<file path="config.mk">
export PLATFORM = sky130hd
export DESIGN_NAME = tcdm_master_shim
export DESIGN_NICKNAME = d
export VERILOG_FILES = /design/src/rtl/tcdm_master_shim.sv
export SDC_FILE = /design/constraint.sdc
export NUM_CORES = 1
export LEC_CHECK = 0
export ABC_AREA = 1
export CAP_MARGIN = 0
export CORE_MARGIN = 4
export CORE_UTILIZATION = 49
export CTS_CLUSTER_SIZE = 28
export DETAILED_ROUTE_END_ITERATION = 10
export MAX_ROUTING_LAYER = met4
export PLACE_DENSITY_LB_ADDON = 0.1
export SLEW_MARGIN = 5
export SYNTH_ARGS = -nofsm -noshare
export SYNTH_HDL_FRONTEND = slang
export SYNTH_SLANG_ARGS = --single-unit
</file>
<file path="constraint.sdc">
create_clock -name clk_i -period 1.65 [get_ports clk_i]
set_clock_uncertainty 0.05 [all_clocks]
set_input_delay 0.165 -clock clk_i [delete_from_list [all_inputs] [get_ports clk_i]]
set_output_delay 0.165 -clock clk_i [all_outputs]
set_load 0.005 [all_outputs]
</file>
<file path="src/rtl/tcdm_master_shim.sv">
// tcdm_master_shim: master-side adapter between a core/DMA port and one
// master port of the TCDM interconnect. Requests queue in a small FIFO and are
// issued only when a response slot is guaranteed, so network responses (which
// arrive exactly one cycle after grant) are never dropped.
// Optional build macro: TCDM_SHIM_FALLTHROUGH_EN -- an incoming request can
// bypass the empty request FIFO and reach the network in the same cycle.
module tcdm_master_shim #(
  parameter int unsigned AddWidth      = 5,
  parameter int unsigned ReqDataWidth  = 32,
  parameter int unsigned RespDataWidth = 32,
  parameter int unsigned ReqDepth      = 2,
  parameter int unsigned RespDepth     = 2
) (
  input  logic                     clk_i,
  input  logic                     rst_ni,
  input  logic                     in_valid_i,
  output logic                     in_ready_o,
  input  logic [AddWidth-1:0]      in_add_i,
  input  logic [ReqDataWidth-1:0]  in_data_i,
  output logic                     req_o,
  input  logic                     gnt_i,
  output logic [AddWidth-1:0]      add_o,
  output logic [ReqDataWidth-1:0]  data_o,
  input  logic [RespDataWidth-1:0] rdata_i,
  input  logic                     rvld_i,
  output logic                     resp_valid_o,
  input  logic                     resp_ready_i,
  output logic [RespDataWidth-1:0] resp_rdata_o,
  output logic                     err_o
);

  localparam int unsigned QPW = (ReqDepth > 1) ? $clog2(ReqDepth) : 1;
  localparam int unsigned QCW = $clog2(ReqDepth + 1);
  localparam int unsigned SPW = $clog2(RespDepth);
  localparam int unsigned SCW = $clog2(RespDepth + 1);

  // request FIFO
  logic [ReqDepth-1:0][AddWidth-1:0]     qadd_q;
  logic [ReqDepth-1:0][ReqDataWidth-1:0] qdat_q;
  logic [QPW-1:0] qwr_q, qrd_q;
  logic [QCW-1:0] qcnt_q, qcnt_d;
  // response FIFO
  logic [RespDepth-1:0][RespDataWidth-1:0] sdat_q;
  logic [SPW-1:0] swr_q, srd_q;
  logic [SCW-1:0] scnt_q, scnt_d;

  logic inflight_q, err_q;
  logic q_nonempty, credit_ok, grant, q_push, q_pop, s_push, s_pop;

  function automatic logic [QPW-1:0] qinc(input logic [QPW-1:0] p);
    return (p == QPW'(ReqDepth - 1)) ? '0 : p + 1'b1;
  endfunction

  function automatic logic [SPW-1:0] sinc(input logic [SPW-1:0] p);
    return (p == SPW'(RespDepth - 1)) ? '0 : p + 1'b1;
  endfunction

  // A request may only go out if the response FIFO can hold every answer
  // already owed plus this one; inflight covers the response still on the wire.
  assign credit_ok  = (int'(scnt_q) + int'(inflight_q)) < int'(RespDepth);
  assign q_nonempty = (qcnt_q != '0);
  assign in_ready_o = int'(qcnt_q) < int'(ReqDepth);

`ifdef TCDM_SHIM_FALLTHROUGH_EN
  logic ft;
  // Bypass only when nothing older is queued, so issue order is preserved.
  assign ft     = in_valid_i & ~q_nonempty & credit_ok;
  assign req_o  = (q_nonempty & credit_ok) | ft;
  assign add_o  = q_nonempty ? qadd_q[qrd_q] : in_add_i;
  assign data_o = q_nonempty ? qdat_q[qrd_q] : in_data_i;
  assign grant  = req_o & gnt_i;
  assign q_push = in_valid_i & in_ready_o & ~(ft & gnt_i);
  assign q_pop  = grant & q_nonempty;
`else
  assign req_o  = q_nonempty & credit_ok;
  assign add_o  = qadd_q[qrd_q];
  assign data_o = qdat_q[qrd_q];
  assign grant  = req_o & gnt_i;
  assign q_push = in_valid_i & in_ready_o;
  assign q_pop  = grant;
`endif

  assign s_push       = rvld_i & inflight_q;
  assign resp_valid_o = (scnt_q != '0);
  assign s_pop        = resp_valid_o & resp_ready_i;
  assign resp_rdata_o = sdat_q[srd_q];
  assign err_o        = err_q;

  // Occupancy next-state for both FIFOs.
  always_comb begin
    qcnt_d = qcnt_q;
    scnt_d = scnt_q;
    case ({q_push, q_pop})
      2'b10:   qcnt_d = qcnt_q + QCW'(1);
      2'b01:   qcnt_d = qcnt_q - QCW'(1);
      default: qcnt_d = qcnt_q;
    endcase
    case ({s_push, s_pop})
      2'b10:   scnt_d = scnt_q + SCW'(1);
      2'b01:   scnt_d = scnt_q - SCW'(1);
      default: scnt_d = scnt_q;
    endcase
  end

  // FIFO storage, pointers, inflight tracking and sticky protocol error.
  always_ff @(posedge clk_i) begin
    if (!rst_ni) begin
      qadd_q     <= '0;
      qdat_q     <= '0;
      qwr_q      <= '0;
      qrd_q      <= '0;
      qcnt_q     <= '0;
      sdat_q     <= '0;
      swr_q      <= '0;
      srd_q      <= '0;
      scnt_q     <= '0;
      inflight_q <= 1'b0;
      err_q      <= 1'b0;
    end else begin
      if (q_push) begin
        qadd_q[qwr_q] <= in_add_i;
        qdat_q[qwr_q] <= in_data_i;
        qwr_q         <= qinc(qwr_q);
      end
      if (q_pop) qrd_q <= qinc(qrd_q);
      qcnt_q <= qcnt_d;
      if (s_push) begin
        sdat_q[swr_q] <= rdata_i;
        swr_q         <= sinc(swr_q);
      end
      if (s_pop) srd_q <= sinc(srd_q);
      scnt_q     <= scnt_d;
      inflight_q <= grant;
      // A stray response or a missing one both break the one-cycle contract.
      if (rvld_i != inflight_q) err_q <= 1'b1;
    end
  end

endmodule

</file>
-- Word level (Yosys, flattened, before mapping)
Index checks and enable logic that the tools add are counted.
- flip-flop bits (word level): 148
- output and inout bits: 73
- logic and storage cells: 68
- add/subtract/negate cells: 9
- magnitude comparators: 8
- equal/unequal tests: 5
- muxes and demuxes: 21
- bitwise logic cells: 5
- reductions and logical operators: 6
- operators by type and width (operator ; count):
    two-way mux 32 bit ; 6
    bitwise mux 64 bit ; 2
    demux 32 bit (select 1 bit) ; 2
    two-way mux 5 bit ; 3
    bitwise mux 10 bit ; 1
    < comparator 1 x 2 -> 1 bit (second input constant) ; 4
    one-hot mux 2 bit (2 select lines) ; 2
    nonzero test 2 bit ; 4
    bitwise AND 1 bit ; 5
    demux 5 bit (select 1 bit) ; 1
    adder 1 bit (second input constant) ; 4
    adder 2 x 1 -> 2 bit (second input constant) ; 2
    == test 2 x 1 -> 1 bit (second input constant) ; 2
    == test 2 bit (second input constant) ; 2
    two-way mux 1 bit ; 4
    subtractor 2 x 1 -> 2 bit (second input constant) ; 2
    adder 2 x 1 -> 3 bit ; 1
    < comparator 3 x 2 -> 1 bit (second input constant) ; 1
    >= comparator 1 bit (second input constant) ; 2
    logical AND 1 bit ; 2
    < comparator 2 bit (second input constant) ; 1
    inequality test 1 bit ; 1

-- Longest topological paths before layout
Gate-level depths: netlist (run 1).
- depth after elaboration: 6
- gate-level depth with buffers: 10
- gate-level depth less buffers: 10

-- Worst setup path after synthesis (run 1)
No wires, ideal clock.
- path kind: reg-to-reg
- start point: reg qcnt_q[1]
- end point: reg qcnt_q[1]
- setup time: 0.115 ns
- arrival time: 1.207 ns
- slack: 0.278 ns
- stages on the path, launching flop included: 10
- path through: dfxtp_1 inv_2 nand2_1 nand4_1 inv_1 ha_1 nor2_1 nand3_1 nand2_1 nor2_1
- RTL lines (what ; RTL line ; text):
    start: declaration ; 41 ; logic [QCW-1:0] qcnt_q, qcnt_d;
    start signal: assignment ; 126 ; qcnt_q <= qcnt_d;
    < comparator 2 bit (*) ; 62 ; assign in_ready_o = int'(qcnt_q) < int'(ReqDepth);
    via in_ready_o ; 17 ; output logic in_ready_o,
    bitwise AND 1 bit (*) ; 79 ; assign q_push = in_valid_i & in_ready_o;
    == test 2 x 1 -> 1 bit / == test 2 bit (equally long branches) ; 93 ; case ({q_push, q_pop})
    one-hot mux 2 bit (2 select lines) / nonzero test 2 bit (equally long branches) ; - ;
The timed path passes the listed nets; every way through them passes the cells marked *.
A chain may end at the register's enable or synchronous reset.

-- Worst setup path after layout (run 1)
- start point: reg srd_q
- end point: out resp_rdata_o[6]
- cells in the longest elaborated chain, start to end: 2
- RTL lines (what ; RTL line ; text):
    start: declaration ; 44 ; logic [SPW-1:0] swr_q, srd_q;
    start signal: assignment ; 131 ; if (s_pop) srd_q <= sinc(srd_q);
    two-way mux 32 bit (not written as such) (2 in series) ; 86 ; assign resp_rdata_o = sdat_q[srd_q];
    end: declaration ; 28 ; output logic [RespDataWidth-1:0] resp_rdata_o,
Every way passes these cells. The select of a mux whose other input is x is not followed.

==> metrics.cfg, run 1 <==
[route]
postRouteAntennaNets = 0
drc_errors = 0
firstDrtPassIters = 5
viasPerCell = 4.95
drt-initial-drc-count = 443
routed_wirelength_mm = 16.8
num_vias = 5933
wl_per_cell_um = 14.0

[clock_tree]
cts_root_buf = clkbuf_16
tritoncts = done
cts_hold_buf = 0
clk_pin_slew_worst_paths_ns = 0.06
cts_buffers = 17
cts_sinks = 148
clock_path_buffers = 2
clk_latency_ns = 0.42
htree_levels = 4

[final_layout]
nets = 1095
antenna_cells = 0
drive_gt1_share_pct = 21.1
final_cell_area_mm2 = 0.00878
syn_to_final_growth_pct = 45.1

[min_path]
holdPathEnd = qcnt_q[1]
worst_hold_path_type = input port to register
hold_depth = 3
min_from = rst_ni

[global_routing]
grt_pass1_wl_mm = 26.4
grt_max_degree = 53
grt_pass1_vias = 5460
antenna_found_initial = 0
grt_use_total_pct = 23.6
grt.overflow.total = 0

[yosys]
yosysWarningCount = 0
synthXorXnorAreaFrac_pct = 0
ys_seq_area_share_pct = 49.0
syn_area_mm2 = 0.00605
avgSynthCellArea_um2 = 7.10
ys_types = 21
synthAdderAreaFrac_pct = 0.620
synth_seq_cells = 148
synth_mux_area_share_pct = 0
synth_top_family_by_area = simple AND/OR/NAND/NOR gates
synth_compound_area_share_pct = 18.3
yosys.area_share.simple_pct = 23.6
syn_inst = 852
synth_nets = 930

[setup_path]
regToRegStartpoint = scnt_q[0]
arrival_ns = 1.48
start_kind = register
r2r_slack_ns = 0.16
crit_type = register to output pin
slowest_delay_ns = 0.44
crit_fanout = 6
rr_worst_depth = 9
crit_chain = clkinv_8 > buf_12 > buf_8 > nand2_4 > nand2_2 > buf_2
reg2reg_to = scnt_q[1]
crit_slowest_cell = dfxtp_4
crit_required_ns = 1.43
end_kind = output pin

[placed_design]
gp_congestion = 0.764
placed_area_mm2 = 0.00773
dpl.hpwl_mm = 9.36
io_buffers = 147

[sta]
fin_crit_ns = 1.69
slew_headroom_pct = 73.5
hold_viol = 0
max_freq_mhz = 592
rsz0062_at_grt = yes
setup_viol = 14
finalWorstSetupSlack_ns = -0.0406
post-route-period-util_pct = 102
drv_slew = 0
tightestPinTransition_ns = 0.397

[floorplanning]
die_h_um = 119
floorplan.rows = 40
initial_utilization_pct = 50.2
coreArea_mm2 = 0.0121
io_pins = 148
die_area_mm2 = 0.0142
die-width_um = 119

[pwr]
p_leak_uw = 0.00391
finalPower_uw = 10700
ir_worst_vdd_mv = 0.761
power_density_mw_per_mm2 = 1210

[status]
violations = negative setup slack
status = finished, violations left

[run]
cap_violations = 0

cells in the final DEF (no fill, tap or decap), types with 31 or more instances in the layout:
master and n:
inv_1 49, o21ai_1 37, buf_2 31, nand2_2 40, a21oi_1 43, o21ai_0 123
nor2_1 215, dfxtp_1 145, clkdlybuf4s50_1 74, nand2_1 102
final cells by class:
type                       instances  area [µm²]
timing repair buffer             204        2070
tap                              168         210
clock buffer                      29         541
clock inverter                     3        15.0
fill                             955        3280
multi-input combinational        594        2770
inverter                          52         208
sequential                       148        2970
worst max path at each step:
stage	start	end	slack, ns	depth (start not counted)
2_1_floorplan	qcnt_q[1]	qcnt_q[1]	0.28	9
3_3_place_gp	rvld_i	scnt_q[1]	-0.02	8
3_5_place_dp	rvld_i	scnt_q[1]	-0.04	8
4_1_cts	qrd_q	data_o[5]	-0.20	7
5_1_grt	srd_q	resp_rdata_o[6]	-0.08	6
6_report	srd_q	resp_rdata_o[6]	-0.04	6
per-layer routing:
metal	up-vias	wire length, µm	track usage (%)
met2	180	8390	37.1
met5	-	0	-
met4	0	255	9.56
li1	3054	-	-
met3	26	1020	5.37
met1	2673	7120	29.3
stage by stage:
stage / utilization (%) / instances / worst slack [ns] / hold WS, ns / TNS (ns)
after floorplan: - / 852 / 0.278 / 0.250 / 0
after global placement: 64.1 / 1130 / -0.0232 / 0.381 / -0.0232
after detailed placement: 64.1 / 1130 / -0.0432 / 0.387 / -0.0432
after CTS: 72.5 / 1196 / -0.196 / 0.105 / -4.03
after global routing: 72.8 / 1198 / -0.0807 / 0.144 / -1.16
final: 72.8 / 1198 / -0.0406 / 0.126 / -0.288
cells by family after synthesis:
group	count (synthesis)
AO/OA/AOI/OAI	221
buffers and inverters	110
AND/OR/NAND/NOR	370
adder cells (fa/ha/maj)	3
flip-flops	148
worst max-delay path, delay by kind of cell, from the launching register on:
kind | cells | cell delay [ns]
and+or+nand+nor | 2 | 0.11
DFF | 1 | 0.44
buffers and inverters | 4 | 0.50
report_power, final:
group	switching (µW)	leakage, µW	internal, µW
registers	207	0.00121	3990
logic	1430	0.00242	1430
clock network	1400	0.000277	2200
total	3030	0.00391	7620
sequential cells by signal (all words and copies together) (netlist names), 2 cells and up:
name and flops:
sdat_q 64, qdat_q 64, scnt_q 2, qadd_q 10, qcnt_q 2
cell usage after synthesis:
cell,n,area [µm²]
dfxtp_1,148,2960
buf_2,13,65.1
nor2_1,215,807
clkbuf_1,30,113
nand3_1,3,15.0
buf_6,3,33.8
nand3_2,1,10.0
nand2_1,146,548
nor2_4,2,22.5
clkinv_1,1,3.75
nor3_1,1,5.00
a21oi_1,43,215
o21ai_0,153,766
nand2_4,1,11.3
inv_2,2,7.51
buf_4,9,67.6
buf_8,3,45.0
ha_1,3,37.5
nand4_1,1,6.26
o21ai_1,25,125
inv_1,49,184
what timing repair did:
action,4_1_cts,5_1_grt
endpoints found under the hold margin,0,0
setup endpoints to repair,72,56
pin swaps,5,18
setup buffers,26,5
gates cloned,8,2
gates resized for setup,254,132
Note: power is estimated with default switching activity, not from simulation.
==> run 2: changes to the inputs <==
- CAP_MARGIN: 0 -> not set
- GPL_ROUTABILITY_DRIVEN: not set -> 1
==> results of run 2 <==
Same layout as run 1: the final DEF is identical, and so are final timing and power.
==> run 3: changes to the inputs <==
- ABC_AREA: 1 -> 0
- CORE_UTILIZATION: 49 -> 54
- HOLD_SLACK_MARGIN: not set -> 0.08
- clock period: 1.65 -> 2.15 ns (I/O delays scaled with it)
==> metrics.cfg, run 3 <==
[status]
status = complete, no violations

[setup_path]
arrival_ns = 1.84
crit_required_ns = 1.88
start_kind = register
reg2reg_to = qcnt_q[1]
regToRegStartpoint = qcnt_q[1]
rr_worst_depth = 5
crit_fanout = 20
crit_type = register to output pin
r2r_slack_ns = 0.27
end_kind = output pin

[route]
routed_wirelength_mm = 16.2
drt-initial-drc-count = 402
drc_errors = 0
viasPerCell = 5.36
postRouteAntennaNets = 0
num_vias = 5409
firstDrtPassIters = 4
wl_per_cell_um = 16.1

[yosys]
synth_top_area_cell = dfxtp_1
yosysMostFrequentCell = nand2_1
synth-main-ff-cell = dfxtp_1
syn_inst = 727
async_reset_ff_share_pct = 0
synth_nets = 805
syn_area_mm2 = 0.00642
ys_types = 28
synth_edf_count = 0
synthTopCellsByArea = dfxtp_1 46%, nand2_1 16%, a21boi_0 13%, mux2_2 12%, a21boi_1 3.5%
yosysWarningCount = 0
synth_seq_cells = 148
avgSynthCellArea_um2 = 8.84
synth_commonest_cells = 280 x nand2_1, 148 x dfxtp_1, 111 x a21boi_0
ys_seq_area_share_pct = 46.1
synth_top_area_share_pct = 46.1

[final_layout]
layout_common_cells = 280 x nand2_1, 146 x dfxtp_1, 146 x clkdlybuf4s50_1
layout_commonest_cell = nand2_1
final_util_pct = 74.8
reg_top3 = qdat_q: 64 flops, sdat_q: 64 flops, qadd_q: 10 flops
final_cell_area_mm2 = 0.00862
nets = 932
syn_to_final_growth_pct = 34.1
drive_gt1_share_pct = 14.3
antenna_cells = 0

[global_routing]
grt_pass1_vias = 5738
grt_max_degree = 70
grt_use_total_pct = 24.9
grt.overflow.total = 0
grt_pass1_wl_mm = 26.2
antenna_found_initial = 0

[clock_tree]
clock_path_buffers = 2
tritoncts = done
cts_buffers = 17
cts_hold_buf = 0
clk_pin_slew_worst_paths_ns = 0.06
htree_levels = 4
clk_latency_ns = 0.42
cts_root_buf = clkbuf_16
cts_sinks = 148

[pwr]
p_leak_uw = 0.00311
clkPwrFrac_pct = 36.4
internal_power_uw = 5840
swShare_pct = 26.4
p_sw_uw = 2100
ir_worst_vdd_mv = 0.646
finalPower_uw = 7940
p_seq_share_pct = 39.7
p_comb_share_pct = 23.9
power_density_mw_per_mm2 = 921

[sta]
max_freq_mhz = 476
hold_viol = 0
rsz0062_at_grt = no
post-route-period-util_pct = 97.7
fin_crit_ns = 2.10
finalWorstSetupSlack_ns = 0.0485
setup_viol = 0
slew_headroom_pct = 62.5
finalSetupTns_ns = 0
tightestPinTransition_ns = 0.563
drv_slew = 0

[floorplanning]
io_pins = 148
floorplan.rows = 39
die_h_um = 117
die_area_mm2 = 0.0137
die-width_um = 117
coreArea_mm2 = 0.0115
initial_utilization_pct = 55.8

[placed_design]
post-place-ws_ns = 0.177
placed_area_mm2 = 0.00799
dpl.hpwl_mm = 10.2
gp_congestion = 0.777
io_buffers = 147

[min_path]
hold_depth = 2
min_from = rst_ni
holdPathEnd = sdat_q[50]
worst_hold_path_type = input port to register

[run]
cap_violations = 0

## run 3: cell types whose count changed in the layout (fill, tap and decap cells not counted), sizes merged, moves of 5 or more
cell | previous run | this run
o21ai | 178 | 2
xnor2 | 0 | 5
nand2 | 147 | 280
inv | 51 | 2
clkbuf | 56 | 22
dlygate4sd2 | 10 | 0
clkdlybuf4s50 | 74 | 146
a21oi | 43 | 0
nor2 | 217 | 1
a21boi | 0 | 142
buf | 91 | 15
mux2 | 0 | 69
## run 3: worst max path at each step
stage                    from         endpoint  slack, ns  cells past startpoint
finish                  qrd_q       data_o[19]       0.05                      3
global route            qrd_q        data_o[1]      0.006                      3
CTS                     srd_q  resp_rdata_o[3]      0.008                      3
detailed placement     rvld_i        scnt_q[1]       0.18                      6
global placement       rvld_i        scnt_q[1]       0.27                      6
floorplan           qcnt_q[1]        qcnt_q[1]       0.40                      6
## run 3: cells by family (layout without fill, tap and decap cells)
family	count (synthesis)	after routing	synth area share, %
and+or+nand+nor	298	298	18.5
xor gates and xnor gates	5	5	0.682
adders and majority gates	3	3	0.584
DFF	148	148	46.1
buffers and inverters	56	195	4.71
AOI/OAI and AO/OA	147	147	17.2
muxes	70	70	12.2
## run 3: area by class of cell
type                    instances  area (µm²)
clock buffers                  21         480
clock inverters                10         105
fillers                       821        2900
inverters                       2        7.51
multi-input cells             523        3160
flip-flops and latches        148        2970
well taps                     143         179
repair buffers                162        1720
## run 3: worst max-delay path, stage by stage, from the launching register on
cell             delay, ns
dfxtp_4               0.38
buf_12                0.18
mux2_2                0.36
clkdlybuf4s50_1       0.49
## run 3: per-stage QoR
step | hold WS, ns | cells
floorplan | 0.300 | 727
global placement | 0.388 | 977
detailed placement | 0.394 | 977
global route | 0.304 | 1009
CTS | 0.271 | 1008
finish | 0.283 | 1009
## run 3: routing by layer
metal,share of wire (%),global-route usage [%],vias to the layer above
met5,0,-,-
met4,2.1,10.6,0
met3,4.8,5.04,26
met2,50,42.1,147
met1,43,28.9,2599
li1,-,-,2637
## run 3: repair_timing
action	CTS	global route
setup endpoints to repair	18	42
cloned	0	1
resized for setup	2	4
buffers inserted	0	0
## run 3: power groups by stage
stage | clock, µW | combinational [µW] | sequential (µW)
after floorplan | 0 | 1100 | 3130
after global placement | 0 | 1810 | 3170
after detailed placement | 0 | 1840 | 3190
after CTS | 2930 | 1870 | 3130
after global routing | 3060 | 2060 | 3180
final | 2890 | 1900 | 3150
